==> src/rtl/config_byte_packer.sv <==
// ---------------------------------------------------------------------------
// config_byte_packer
//
// Front end of the eFPGA configuration port. Bytes from the host link are
// scanned for a 32-bit sync word. Once synced, bytes are packed MSB-first
// into 32-bit words: one frame-address word, then NUMBER_OF_ROWS data words,
// repeating. Each packed word is handed to the frame loader with a one-cycle
// strobe. A frame-address word with the desync bit set ends the session.
// A long idle gap while synced also ends the session.
//
// Ports
//   clk          in   fabric clock, every register updates on its rising edge
//   reset        in   synchronous, active-high
//   rx_data      in   [7:0] received byte
//   rx_valid     in   one-cycle pulse per received byte (no backpressure)
//   write_data   out  [31:0] assembled configuration word
//   write_strobe out  one-cycle pulse, write_data valid in that cycle
//   com_active   out  high while synced (ADDR or DATA)
//   receive_led  out  high while a byte arrived within LED_HOLD_CYCLES cycles
// ---------------------------------------------------------------------------
module config_byte_packer #(
    parameter logic [31:0] SYNC_WORD       = 32'hFAB0_FAB1,
    parameter int          NUMBER_OF_ROWS  = 4,
    parameter int          DESYNC_FLAG     = 20,
    parameter int          TIMEOUT_CYCLES  = 12_500_000,
    parameter int          LED_HOLD_CYCLES = 1_250_000
) (
    input  logic        clk,
    input  logic        reset,
    input  logic [7:0]  rx_data,
    input  logic        rx_valid,
    output logic [31:0] write_data,
    output logic        write_strobe,
    output logic        com_active,
    output logic        receive_led
);

    localparam int IDLE_W = $clog2(TIMEOUT_CYCLES + 1);
    localparam int LED_W  = $clog2(LED_HOLD_CYCLES + 1);
    localparam int WORD_W = $clog2(NUMBER_OF_ROWS + 1);

    localparam logic [IDLE_W-1:0] IDLE_LIMIT = IDLE_W'(TIMEOUT_CYCLES);
    localparam logic [LED_W-1:0]  LED_LOAD   = LED_W'(LED_HOLD_CYCLES);
    localparam logic [WORD_W-1:0] ROWS_LAST  = WORD_W'(NUMBER_OF_ROWS - 1);

    localparam logic [1:0] ST_HUNT = 2'd0;
    localparam logic [1:0] ST_ADDR = 2'd1;
    localparam logic [1:0] ST_DATA = 2'd2;

    logic [1:0]        state_q,       state_d;
    logic [31:0]       hunt_q,        hunt_d;
    logic [31:0]       pack_q,        pack_d;
    logic [1:0]        byteCnt_q,     byteCnt_d;
    logic [WORD_W-1:0] wordCnt_q,     wordCnt_d;
    logic [IDLE_W-1:0] idleCnt_q,     idleCnt_d;
    logic [LED_W-1:0]  ledCnt_q,      ledCnt_d;
    logic [31:0]       writeData_q,   writeData_d;
    logic              writeStrobe_q, writeStrobe_d;
    logic              comActive_q,   comActive_d;
    logic              receiveLed_q,  receiveLed_d;

    logic [31:0]       huntShift;
    logic [31:0]       wordDone;
    logic [IDLE_W-1:0] idleNext;

    // Sliding window over the incoming stream and the word that the current
    // byte would complete (upper three lanes are already held in pack_q).
    assign huntShift = {hunt_q[23:0], rx_data};
    assign wordDone  = {pack_q[31:8], rx_data};

    // Idle count saturates at the limit instead of wrapping around.
    assign idleNext  = (idleCnt_q == IDLE_LIMIT) ? idleCnt_q : idleCnt_q + IDLE_W'(1);

    // Next-state logic for the sync hunt, the packer and the session timeout.
    always_comb begin
        state_d       = state_q;
        hunt_d        = hunt_q;
        pack_d        = pack_q;
        byteCnt_d     = byteCnt_q;
        wordCnt_d     = wordCnt_q;
        idleCnt_d     = idleCnt_q;
        writeData_d   = writeData_q;
        writeStrobe_d = 1'b0;

        case (state_q)
            ST_HUNT: begin
                idleCnt_d = '0;
                if (rx_valid) begin
                    hunt_d = huntShift;
                    if (huntShift == SYNC_WORD) begin
                        state_d   = ST_ADDR;
                        byteCnt_d = 2'd0;
                        wordCnt_d = '0;
                    end
                end
            end

            ST_ADDR, ST_DATA: begin
                if (rx_valid) begin
                    idleCnt_d = '0;
                    byteCnt_d = byteCnt_q + 2'd1;
                    case (byteCnt_q)
                        2'd0:    pack_d[31:24] = rx_data;
                        2'd1:    pack_d[23:16] = rx_data;
                        2'd2:    pack_d[15:8]  = rx_data;
                        default: pack_d[7:0]   = rx_data;
                    endcase
                    if (byteCnt_q == 2'd3) begin
                        if (state_q == ST_ADDR) begin
                            if (wordDone[DESYNC_FLAG]) begin
                                // End of session: the old window must not
                                // contribute to the next sync match.
                                state_d   = ST_HUNT;
                                hunt_d    = '0;
                                wordCnt_d = '0;
                            end else begin
                                writeStrobe_d = 1'b1;
                                writeData_d   = wordDone;
                                state_d       = ST_DATA;
                                wordCnt_d     = '0;
                            end
                        end else begin
                            writeStrobe_d = 1'b1;
                            writeData_d   = wordDone;
                            if (wordCnt_q == ROWS_LAST) begin
                                state_d   = ST_ADDR;
                                wordCnt_d = '0;
                            end else begin
                                wordCnt_d = wordCnt_q + WORD_W'(1);
                            end
                        end
                    end
                end else begin
                    idleCnt_d = idleNext;
                    if (idleNext == IDLE_LIMIT) begin
                        // Link went quiet mid-session: drop any partial word.
                        state_d   = ST_HUNT;
                        hunt_d    = '0;
                        pack_d    = '0;
                        byteCnt_d = 2'd0;
                        wordCnt_d = '0;
                        idleCnt_d = '0;
                    end
                end
            end

            default: begin
                state_d   = ST_HUNT;
                hunt_d    = '0;
                pack_d    = '0;
                byteCnt_d = 2'd0;
                wordCnt_d = '0;
                idleCnt_d = '0;
            end
        endcase
    end

    // Receive LED stretcher: any byte, in any state, reloads the hold time.
    always_comb begin
        ledCnt_d = ledCnt_q;
        if (rx_valid) begin
            ledCnt_d = LED_LOAD;
        end else if (ledCnt_q != '0) begin
            ledCnt_d = ledCnt_q - LED_W'(1);
        end
    end

    // Output flags are derived from next-state values so that the registered
    // outputs change in the cycle right after the triggering edge.
    always_comb begin
        comActive_d  = (state_d == ST_ADDR) || (state_d == ST_DATA);
        receiveLed_d = (ledCnt_d != '0);
    end

    // State and output registers.
    always_ff @(posedge clk) begin
        if (reset) begin
            state_q       <= ST_HUNT;
            hunt_q        <= '0;
            pack_q        <= '0;
            byteCnt_q     <= 2'd0;
            wordCnt_q     <= '0;
            idleCnt_q     <= '0;
            ledCnt_q      <= '0;
            writeData_q   <= '0;
            writeStrobe_q <= 1'b0;
            comActive_q   <= 1'b0;
            receiveLed_q  <= 1'b0;
        end else begin
            state_q       <= state_d;
            hunt_q        <= hunt_d;
            pack_q        <= pack_d;
            byteCnt_q     <= byteCnt_d;
            wordCnt_q     <= wordCnt_d;
            idleCnt_q     <= idleCnt_d;
            ledCnt_q      <= ledCnt_d;
            writeData_q   <= writeData_d;
            writeStrobe_q <= writeStrobe_d;
            comActive_q   <= comActive_d;
            receiveLed_q  <= receiveLed_d;
        end
    end

    assign write_data   = writeData_q;
    assign write_strobe = writeStrobe_q;
    assign com_active   = comActive_q;
    assign receive_led  = receiveLed_q;

endmodule

==> config.mk <==
export PLATFORM = sky130hd
export DESIGN_NAME = config_byte_packer
export DESIGN_NICKNAME = d
export VERILOG_FILES = /design/src/rtl/config_byte_packer.sv
export SDC_FILE = /design/constraint.sdc
export NUM_CORES = 1
export LEC_CHECK = 0
export CORE_MARGIN = 2
export CORE_UTILIZATION = 45
export CTS_CLUSTER_SIZE = 20
export DETAILED_ROUTE_END_ITERATION = 8
export GPL_TIMING_DRIVEN = 0
export HOLD_SLACK_MARGIN = 0.08
export MAX_ROUTING_LAYER = met4
export PLACE_DENSITY = 0.67
export REMOVE_ABC_BUFFERS = 1
export SYNTH_ARGS = -nofsm -noshare
export SYNTH_HDL_FRONTEND = slang
export SYNTH_SLANG_ARGS = --single-unit
==> constraint.sdc <==
create_clock -name clk -period 9.4 [get_ports clk]
set_clock_uncertainty 0.15 [all_clocks]
set_input_delay 1.41 -clock clk [delete_from_list [all_inputs] [get_ports clk]]
set_output_delay 1.41 -clock clk [all_outputs]
set_load 0.01 [all_outputs]
# == After elaboration in Yosys (flattened, before gate mapping) ==
# Index checks and enable logic that the tools add are counted.
# op_classes
add_sub_neg,4
eq_ne,21
muxes,42
bitwise,4
n_reduce_logical,16
# op_table
operator,n
$mux W24,6
$mux W32,4
$pmux W32 S2,1
$eq A24 B24 Y1 const B,2
$pmux W24 S2,1
$mux W21,2
$reduce_bool A21 Y1,2
$eq A32 B32 Y1 const B,1
$mux W8,4
$add A24 B1 Y24 const B,1
$mux W2,12
$mux W3,7
$sub A21 B1 Y21 const B,1
$ne A3 B3 Y1 const B,4
$reduce_and A3 Y1,4
$ne A3 B2 Y1 const B,3
$eq A2 B2 Y1 const B,4
$pmux W2 S2,2
$reduce_and A4 Y1,2
$reduce_or A4 Y1,2
$eq A2 B1 Y1 const B,3
$ne A2 B2 Y1 const B,3
$pmux W3 S2,1
$reduce_and A5 Y1,1
9 further kinds,14
# totals
regBits,135
input_bits,11
elab_cells,100

# == Longest topological paths before layout ==
# Gate-level depths: netlist of run 1.
# depth
depth_word,8
mapped_depth,11
mapped_depth_nobuf,10

# == Worst setup path after synthesis of run 1 ==
# No wires, ideal clock.
# synth_timing
path_type,input to register
startpoint,in rx_valid
endpoint,reg comActive_q (netlist: com_active)
t_arrival_ps,3342
slack_ps,5838
path_stages,9
cell_sequence,clkbuf_1 -> nand4_1 -> nor3_1 -> nand3_1 -> nor4_1 -> a21oi_1 -> a211o_1 -> a211o_1 -> a21oi_1
# synth_between
elab_chain_len,4
# synth_lines
item,line,text
"start, declared",31,"input logic rx_valid,"
$mux W2 (on tied branches),"99, 88",
$pmux W2 S2 (*),85,case (state_q)
$eq A2 B1 Y1 / $eq A2 B2 Y1 (equally long branches),171,comActive_d = (state_d == ST_ADDR) || (state_d == ST_DATA);
$logic_or A1 B1 Y1 (*),171,
"end signal, assigned",199,comActive_q <= comActive_d;
"end, declared",59,"logic comActive_q, comActive_d;"
# Every way passes the cells marked *; elsewhere a longest branch is shown, timed or not.
# A chain may end at the register's enable or synchronous reset.

# == Worst setup path after layout of run 1 ==
# layout_timing
startpoint,reg idleCnt_q[0]
endpoint,reg idleCnt_q[2]
# layout_between
elab_chain_len,4
# layout_lines
item,line,text
"start, declared",55,"logic [IDLE_W-1:0] idleCnt_q, idleCnt_d;"
"start signal, assigned",195,idleCnt_q <= idleCnt_d;
$add A24 B1 Y24 / $eq A24 B24 Y1 (equally long branches),72,assign idleNext = (idleCnt_q == IDLE_LIMIT) ? idleCnt_q : idleCnt_q + IDLE_W'(1);
$mux W24 (*),72,
$eq A24 B24 Y1,135,if (idleNext == IDLE_LIMIT) begin
$reduce_or A4 Y1 (no source line),--,
# Marks and branches as above.

==> flow_summary.json, run 1 <==
{
  "n_antenna_cell": 0,
  "hold_viol": 0,
  "synth_top_area_frac": 0.420,
  "port_buffers": 45,
  "grt_pass1_wl_mm": 24.4,
  "leakage_nw": 2.42,
  "cts_tree": "yes",
  "syn_to_final_growth_pct": 17.0,
  "place_inst": 955,
  "yosysTopAreaCell": "dfxtp_1",
  "grtUsageMet1": 0.261,
  "rr_worst_depth": 9,
  "die_height_um": 124,
  "clkPwrFrac": 0.517,
  "row_count": 43,
  "root_buffer": "clkbuf_16",
  "slew-limit-headroom": 0.315,
  "period_share": 0.467,
  "grtUsageMet3": 0.0475,
  "gr-total-overflow": 0,
  "grt-busiest-layer": "met2",
  "start_util": 0.462,
  "netlist_area_um2": 6430,
  "fmax_mhz": 228,
  "required_ns": 9.58,
  "finalWirelength_mm": 15.1,
  "slowest_stage": "o21a_1",
  "min_delay_path_depth": 2,
  "drive_gt1_frac": 0.0782,
  "crit_path_max_incr_delay_ns": 0.78,
  "pwr-share-seq": 0.430,
  "cts.path.max_buffers": 2,
  "grt_usage": 0.208,
  "finalSetupViolations": 0,
  "drc": 0,
  "synth_area_leaders": "dfxtp_1 42%, a21oi_1 8.2%, nand2_1 5.8%",
  "swShare": 0.222,
  "grt_antenna_before_repair": 0,
  "first_pass_iters": 5,
  "arrival_ns": 4.57,
  "worst_pin_slew_ns": 1.03,
  "rsz0062_at_grt": "no",
  "clk_latency_ns": 0.42,
  "synthFlopType": "dfxtp_1",
  "htreeDepth": 4,
  "end_kind": "flip-flop",
  "cts_resized": 0,
  "comb_power_share": 0.053,
  "status": "completed",
  "post_cts_buffers": 0,
  "fin_crit_ns": 4.39,
  "yosys_warnings": 0,
  "crit_type": "reg -> reg",
  "dp_hpwl_mm": 9.85,
  "grt_max_degree": 97,
  "slew_violations": 0,
  "ant_nets": 0,
  "drt-wirelength-per-cell_um": 15.3,
  "die_w_um": 124,
  "finalWeightedCongestion": 0.847,
  "vdd_drop_max_mv": 0.105,
  "synth_cells": 783,
  "cp_max_fo": 27,
  "drt-vias-per-instance": 5.74,
  "drv_cap": 0,
  "grtUsageMet2": 0.325,
  "min-delay-path-class": "reg -> reg",
  "critPathLaunchType": "flip-flop",
  "fin_cells": 986,
  "drtIter0Drc": 382,
  "vias": 5659,
  "cts_buffers": 17,
  "final.setup.tns_ns": 0,
  "synthDistinctLibCells": 69,
  "nets": 817,
  "timing.critical_path.mode_cell": "nand2_1",
  "synth_edf_count": 0,
  "io_pins": 46,
  "die_area_um2": 15300,
  "grt_pass1_vias": 5146,
  "synth_area_per_cell_um2": 8.21,
  "p_switching_mw": 0.307,
  "holdBufCountCts": 0,
  "clock_sinks": 135,
  "path_clk_slew_ns": 0.06,
  "cp_cell_sequence": "ha_1 -> nand3_4 -> nor4_2 -> nand2_1 -> o211ai_1 -> a2111o_1 -> o21a_1 -> nand2_1 -> a21oi_1",
  "ys_seq_area_frac": 0.420,
  "power.internal_mw": 1.07,
  "ys_ff_latch": 135,
  "power.density_nw_per_um2": 183,
  "synthArstFlopShare": 0,
  "core_area_um2": 13900
}
power groups by stage:
stage / clock (mW) / sequential [mW] / combinational, mW
CTS: 0.724 / 0.593 / 0.0721
global placement: 0 / 0.605 / 0.0704
finish: 0.714 / 0.593 / 0.0729
global route: 0.747 / 0.594 / 0.0798
detailed placement: 0 / 0.605 / 0.0713
floorplan: 0 / 0.602 / 0.0441
cell usage in the layout, fill, tap and decap left out, drive strengths merged, types with 4 or more instances in the layout:
cell and n:
a211oi 4, a21oi 105, and3 4, and4 7
buf 4, bufinv 4, clkbuf 20, clkdlybuf4s50 44
clkinv 4, dfxtp 135, ha 12, inv 16
nand2 99, nand3 12, nand3b 4, nand4 58
nand4b 5, nor2 64, nor2b 5, nor3 16
nor3b 4, nor4 16, o211ai 5, o21a 4
o21ai 61, or3 9, or4 4, or4b 5
xnor2 22, xor2 11
registers in the layout, summed over array words and instances (netlist names), 2 cells and up:
name	cells
byteCnt_q	2
hunt_q	24
idleCnt_q	24
ledCnt_q	21
pack_q	24
state_q	2
wordCnt_q	3
write_data	32
final cells by class:
type                            count  area, um^2
Clock buffer                       20         467
Clock inverter                     11         171
Fill cell                        1277        6410
Inverter                           15        56.3
Multi-Input combinational cell    577        3420
Sequential cell                   135        2700
Tap cell                          180         225
Timing Repair Buffer               48         478
worst max-delay path, delay by kind of cell, from the launching register on:
| family | cells | cell delay (ns) |
|---|---|---|
| fa+ha+maj | 1 | 0.36 |
| flops | 1 | 0.46 |
| simple gates | 4 | 1.79 |
| compound gates | 4 | 1.53 |
final timing paths:
kind,startpoint,to,slack [ns]
worst max-delay path,idleCnt_q[0]$_SDFF_PP0_,idleCnt_q[2]$_SDFF_PP0_,5.01
worst max register to register,idleCnt_q[0]$_SDFF_PP0_,idleCnt_q[2]$_SDFF_PP0_,5.01
worst min register to register,pack_q[15]$_SDFFE_PP0P_,write_data[15]$_SDFFE_PP0P_,0.30
worst min-delay path,pack_q[15]$_SDFFE_PP0P_,write_data[15]$_SDFFE_PP0P_,0.30
routing by layer:
layer  wire (um)  share of wire
met1        7080           0.47
met2        6940           0.46
met3         745          0.049
met4         369          0.024
met5           0              0
per-stage QoR:
step	utilization	power, mW	hold slack [ns]	worst slack, ns	area, um^2
5_1_grt	0.540	1.42	0.320	4.53	7520
4_1_cts	0.540	1.39	0.300	5.01	7520
3_3_place_gp	0.491	0.675	0.289	2.74	6850
6_report	0.540	1.38	0.299	5.01	7520
3_5_place_dp	0.494	0.676	0.288	4.66	6890
2_1_floorplan	-	0.646	0.272	5.59	6170
kinds of logic (layout without fill, tap and decap cells):
kind of cell / count (synthesis) / after routing / synth area share
AO/OA/AOI/OAI: 204 / 204 / 0.184
XOR/XNOR: 33 / 33 / 0.0449
adder cells (fa/ha/maj): 12 / 12 / 0.0233
buffers and inverters: 71 / 94 / 0.0492
flip-flops: 135 / 135 / 0.420
multiplexers: 4 / 4 / 0.00642
AND/OR/NAND/NOR: 324 / 324 / 0.272
Yosys cell counts (all sizes together) (2+ instances only):
| master | instances |
|---|---|
| mux2i | 3 |
| and2 | 3 |
| nand3 | 12 |
| xor2 | 11 |
| nor3 | 16 |
| a21o | 2 |
| dfxtp | 135 |
| nor4 | 16 |
| o21a | 4 |
| a31oi | 2 |
| clkbuf | 40 |
| a21oi | 105 |
| and4 | 7 |
| nand4 | 58 |
| xnor2 | 22 |
| o211ai | 5 |
| or4b | 5 |
| nor4b | 2 |
| or2 | 2 |
| o31a | 3 |
| o21ai | 61 |
| a211oi | 4 |
| nand4b | 5 |
| nand2 | 99 |
| o211a | 2 |
| buf | 16 |
| a2111oi | 2 |
| nor2 | 64 |
| and3 | 4 |
| or3 | 9 |
| inv | 15 |
| or4 | 4 |
| nand3b | 4 |
| nand2b | 3 |
| ha | 12 |
| nor3b | 4 |
| nor2b | 5 |
| a211o | 3 |
(Power assumes the default switching activity.)
==> run 2: changes to the inputs <==
Settings changed: PLACE_DENSITY 0.67 to 0.69.
Clock period 9.4 ns to 3.7 ns, I/O delays scaled along.
==> run 2 against run 1 <==
Effect of this change:
- worst hold slack lost 0.00052 ns
- via count grew 2.5%
- register-to-register slack lost 4.8 ns
- global-route usage grew 0.50 points
- sequential power grew to 2.5 times the previous value
- final area grew 0.72%
- critical path depth is the same
- sequential share of layout area shrank 0.26 points
- largest cell class unchanged
- highest routed layer unchanged
==> flow_summary.json, run 2 (synthesized netlist as in run 1, its figures left out) <==
{
  "fmax_mhz": 287,
  "fin_util": 0.544,
  "min_delay_path_depth": 2,
  "hold_viol": 0,
  "port_buffers": 45,
  "row_count": 43,
  "min_to": "write_data[15]$_SDFFE_PP0P_",
  "drt-vias-per-instance": 5.87,
  "power.density_nw_per_um2": 454,
  "die_w_um": 124,
  "cts.path.max_buffers": 2,
  "place_area_um2": 6880,
  "finalSetupViolations": 0,
  "drtIter0Drc": 489,
  "drc": 0,
  "root_buffer": "clkbuf_16",
  "layout_commonest_cell": "dfxtp_1",
  "required_ns": 3.90,
  "min-delay-path-class": "reg -> reg",
  "r2r_end": "hunt_q[13]$_SDFFE_PP0P_",
  "io_pins": 46,
  "end_kind": "flip-flop",
  "layout_common_cells": "135 x dfxtp_1, 103 x a21oi_1, 98 x nand2_1",
  "setup_slack_ns": 0.213,
  "cts_buffers": 17,
  "reg2reg_from": "idleCnt_q[1]$_SDFF_PP0_",
  "stdcell_area_um2": 7580,
  "syn_to_final_growth_pct": 17.8,
  "grt_antenna_before_repair": 0,
  "die_area_um2": 15300,
  "place_inst": 954,
  "ant_nets": 0,
  "clk_latency_ns": 0.43,
  "post-place-ws_ns": -0.617,
  "finalWirelength_mm": 15.4,
  "nets": 818,
  "htreeDepth": 4,
  "r2r_slack_ns": 0.21,
  "final.setup.tns_ns": 0,
  "vias": 5802,
  "cts_tree": "yes",
  "finalWeightedCongestion": 0.848,
  "holdWs_ns": 0.298,
  "grt_max_degree": 97,
  "clock_sinks": 135,
  "crit_type": "reg -> reg",
  "rsz0062_at_grt": "no",
  "worst_pin_slew_ns": 1.03,
  "slew-limit-headroom": 0.311,
  "vdd_drop_max_mv": 0.282,
  "first_pass_iters": 5,
  "arrival_ns": 3.69,
  "dp_hpwl_mm": 9.84,
  "drv_cap": 0,
  "slew_violations": 0,
  "drt-wirelength-per-cell_um": 15.6,
  "grt_pass1_vias": 5407,
  "largest_reg_flops": 32,
  "grt_pass1_wl_mm": 25.3,
  "core_area_um2": 13900,
  "multiInputGateArea_um2": 3500,
  "holdBufCountCts": 0,
  "grt_usage": 0.213,
  "fin_cells": 988,
  "path_clk_slew_ns": 0.06,
  "fill_cells": 1255,
  "total_power_mw": 3.44,
  "die_height_um": 124,
  "n_antenna_cell": 0,
  "status": "completed",
  "leakage_nw": 2.43,
  "critPathLaunchType": "flip-flop",
  "rr_worst_depth": 9,
  "period_share": 0.943,
  "cp_max_fo": 12,
  "worstHoldStart": "pack_q[15]$_SDFFE_PP0P_",
  "regArea_um2": 2700,
  "start_util": 0.462,
  "gr-total-overflow": 0,
  "drive_gt1_frac": 0.0854,
  "fin_crit_ns": 3.49
}
run 2: worst max path at each step:
stage                                  from                 endpoint  slack [ns]  cells after the start
floorplan           idleCnt_q[0]$_SDFF_PP0_  idleCnt_q[0]$_SDFF_PP0_        0.27                      9
global placement                      reset   receive_led$_SDFF_PP0_       -2.10                      6
detailed placement  idleCnt_q[0]$_SDFF_PP0_  idleCnt_q[1]$_SDFF_PP0_       -0.62                      9
CTS                 idleCnt_q[0]$_SDFF_PP0_  pack_q[29]$_SDFFE_PP0P_       0.005                      9
global route        idleCnt_q[0]$_SDFF_PP0_  hunt_q[13]$_SDFFE_PP0P_       0.007                      9
finish              idleCnt_q[1]$_SDFF_PP0_  hunt_q[13]$_SDFFE_PP0P_        0.21                      9
run 2: critical path: stages (launching register included):
cell and delay (ns):
dfxtp_1 0.46, ha_2 0.34, nand3_4 0.18, or4_1 0.66
or3_1 0.40, and2_1 0.19, nand4b_4 0.24, o21ai_4 0.41
nand4_1 0.18, a21oi_1 0.20
run 2: where the power goes:
part | leakage, nW | internal [mW] | switching (mW)
sequential | 1.09 | 1.48 | 0.0275
clock | 0.291 | 1.08 | 0.663
combinational | 1.05 | 0.0686 | 0.116
total | 2.43 | 2.63 | 0.806
run 2: cell type report:
type / instances / share of cell area
Clock buffer: 19 / 0.0585
Clock inverter: 13 / 0.0225
Inverter: 15 / 0.00743
Multi-Input combinational cell: 578 / 0.462
Sequential cell: 135 / 0.357
Tap cell: 180 / 0.0297
Timing Repair Buffer: 48 / 0.0636
run 2: what timing repair did:
item,4_1_cts,5_1_grt
setup endpoints to repair,66,71
gates resized for setup,5,7
pin swaps,0,2
gates cloned,0,1
setup buffers,0,1
run 2: routing by layer:
metal | share of wire | up-vias | GRT usage
met4 | 0.015 | 0 | 0.0795
met3 | 0.051 | 25 | 0.0466
met1 | 0.46 | 2750 | 0.264
met5 | 0 | - | -
li1 | - | 2859 | -
met2 | 0.47 | 168 | 0.342
==> run 3: changes to the inputs <==
Settings changed: GPL_TIMING_DRIVEN 0 to default.
==> run 3 against run 2 <==
Effect of this change:
- non-clock buffer count up 22
- first-iteration DRC count fell by 1.2%
- critical endpoint is now hunt_q[0]$_SDFFE_PP0P_
- sequential share of layout area down 0.34 points
- wire length is 1.1% higher
- largest cell class unchanged
- clock-buffer cell count fell by 2
- highest routed layer unchanged
- utilization up 0.52 points
==> flow_summary.json, run 3 (synthesized netlist as in run 1, its figures left out) <==
{
  "vias": 5857,
  "htreeDepth": 4,
  "finalWirelength_mm": 15.6,
  "layout_commonest_cell": "dfxtp_1",
  "clock_sinks": 135,
  "hold_viol": 0,
  "fin_crit_ns": 3.47,
  "grt_antenna_before_repair": 0,
  "cts.path.max_buffers": 2,
  "n_antenna_cell": 0,
  "grt_max_degree": 96,
  "regArea_um2": 2700,
  "grt_pass1_wl_mm": 25.9,
  "drt-vias-per-instance": 5.80,
  "r2r_slack_ns": 0.23,
  "worstSetupStartpoint": "idleCnt_q[1]$_SDFF_PP0_",
  "crit_type": "reg -> reg",
  "cts_tree": "yes",
  "nets": 839,
  "io_pins": 46,
  "drc": 0,
  "gr-total-overflow": 0,
  "syn_to_final_growth_pct": 18.9,
  "clk_latency_ns": 0.43,
  "ant_nets": 0,
  "layout_common_cells": "135 x dfxtp_1, 104 x a21oi_1, 99 x nand2_1",
  "min-delay-path-class": "reg -> reg",
  "post_cts_buffers": 0,
  "slew-limit-headroom": 0.357,
  "status": "completed",
  "arrival_ns": 3.59,
  "core_area_um2": 13900,
  "grt_pass1_vias": 5337,
  "dp_hpwl_mm": 10.7,
  "start_util": 0.462,
  "rr_worst_depth": 10,
  "multiInputGateArea_um2": 3420,
  "power.density_nw_per_um2": 447,
  "cp_cell_sequence": "ha_2 -> nand3_4 -> or4_1 -> or3_1 -> and2_1 -> nand4b_4 -> o21a_1 -> buf_12 -> o21ai_1 -> a21oi_1",
  "slew_violations": 0,
  "root_buffer": "clkbuf_16",
  "critPathLaunchType": "flip-flop",
  "drv_cap": 0,
  "crit_path_end": "hunt_q[0]$_SDFFE_PP0P_",
  "required_ns": 3.81,
  "largest_reg_flops": 32,
  "die_area_um2": 15300,
  "grt_usage": 0.220,
  "period_share": 0.939,
  "cts_resized": 0,
  "drtIter0Drc": 483,
  "die_height_um": 124,
  "reg2reg_from": "idleCnt_q[1]$_SDFF_PP0_",
  "final.setup.tns_ns": 0,
  "path_clk_slew_ns": 0.06,
  "fill_cells": 1248,
  "drive_gt1_frac": 0.103,
  "cts_buffers": 17,
  "fmax_mhz": 288,
  "crit_path_max_incr_delay_ns": 0.61,
  "vdd_drop_max_mv": 0.286,
  "row_count": 43,
  "finalWeightedCongestion": 0.891,
  "worst_pin_slew_ns": 0.964,
  "drt-wirelength-per-cell_um": 15.5,
  "rsz0062_at_grt": "no",
  "leakage_nw": 2.50,
  "fin_util": 0.549,
  "holdBufCountCts": 0,
  "die_w_um": 124,
  "first_pass_iters": 5,
  "cp_max_fo": 15,
  "worstHoldStart": "pack_q[24]$_SDFFE_PP0P_",
  "port_buffers": 45,
  "slowest_stage": "or4_1",
  "finalSetupViolations": 0,
  "r2r_end": "hunt_q[0]$_SDFFE_PP0P_",
  "end_kind": "flip-flop"
}
## run 3: cell count changes in the layout (fill, tap and decap cells not counted), sizes merged
cell / change
buf: +22
clkbuf: -2
clkinv: +1
inv: +1
o21ai: -1
## run 3: cell type report
class	count	share of cell area
clock inverter	15	0.0231
sequential	135	0.353
tap	180	0.0294
clock buffer	17	0.0556
multi-input combinational	577	0.447
inverter	15	0.00736
timing repair buffer	70	0.0844
## run 3: worst min path at each step
stage | slack [ns] | end | cells past startpoint
2_1_floorplan | 0.27 | write_data[15]$_SDFFE_PP0P_ | 2
3_3_place_gp | 0.29 | write_data[6]$_SDFFE_PP0P_ | 2
3_5_place_dp | 0.29 | write_data[24]$_SDFFE_PP0P_ | 2
4_1_cts | 0.30 | write_data[24]$_SDFFE_PP0P_ | 2
5_1_grt | 0.31 | write_data[24]$_SDFFE_PP0P_ | 2
6_report | 0.30 | write_data[24]$_SDFFE_PP0P_ | 2
## run 3: through the flow
| step | power (mW) | hold slack, ns | setup slack (ns) | area [um^2] | cells |
|---|---|---|---|---|---|
| final | 3.42 | 0.296 | 0.226 | 7650 | 1009 |
| after global routing | 3.54 | 0.310 | 0.0442 | 7650 | 1009 |
| after CTS | 3.44 | 0.301 | 0.164 | 7650 | 1009 |
| after detailed placement | 1.73 | 0.294 | 0.184 | 7050 | 977 |
| after global placement | 1.72 | 0.290 | 0.282 | 7050 | 977 |
| after floorplan | 1.64 | 0.272 | 0.272 | 6170 | 727 |
## run 3: power breakdown
group	total (mW)	internal [mW]	switching (mW)
Clock	1.72	1.06	0.657
Combinational	0.193	0.0753	0.117
Sequential	1.51	1.48	0.0282
## run 3: layer usage
layer,vias up,part of all wire,track usage
met3,25,0.042,0.0489
met5,-,0,-
met4,0,0.018,0.0774
li1,2889,-,-
met1,2803,0.45,0.269
met2,140,0.49,0.359
## run 3: critical path: cells and delay by family, from the launching register on
family | cells | cell delay (ns)
buf+inv | 1 | 0.24
flops | 1 | 0.45
compound gates | 3 | 0.60
fa+ha+maj | 1 | 0.33
simple gates | 5 | 1.53
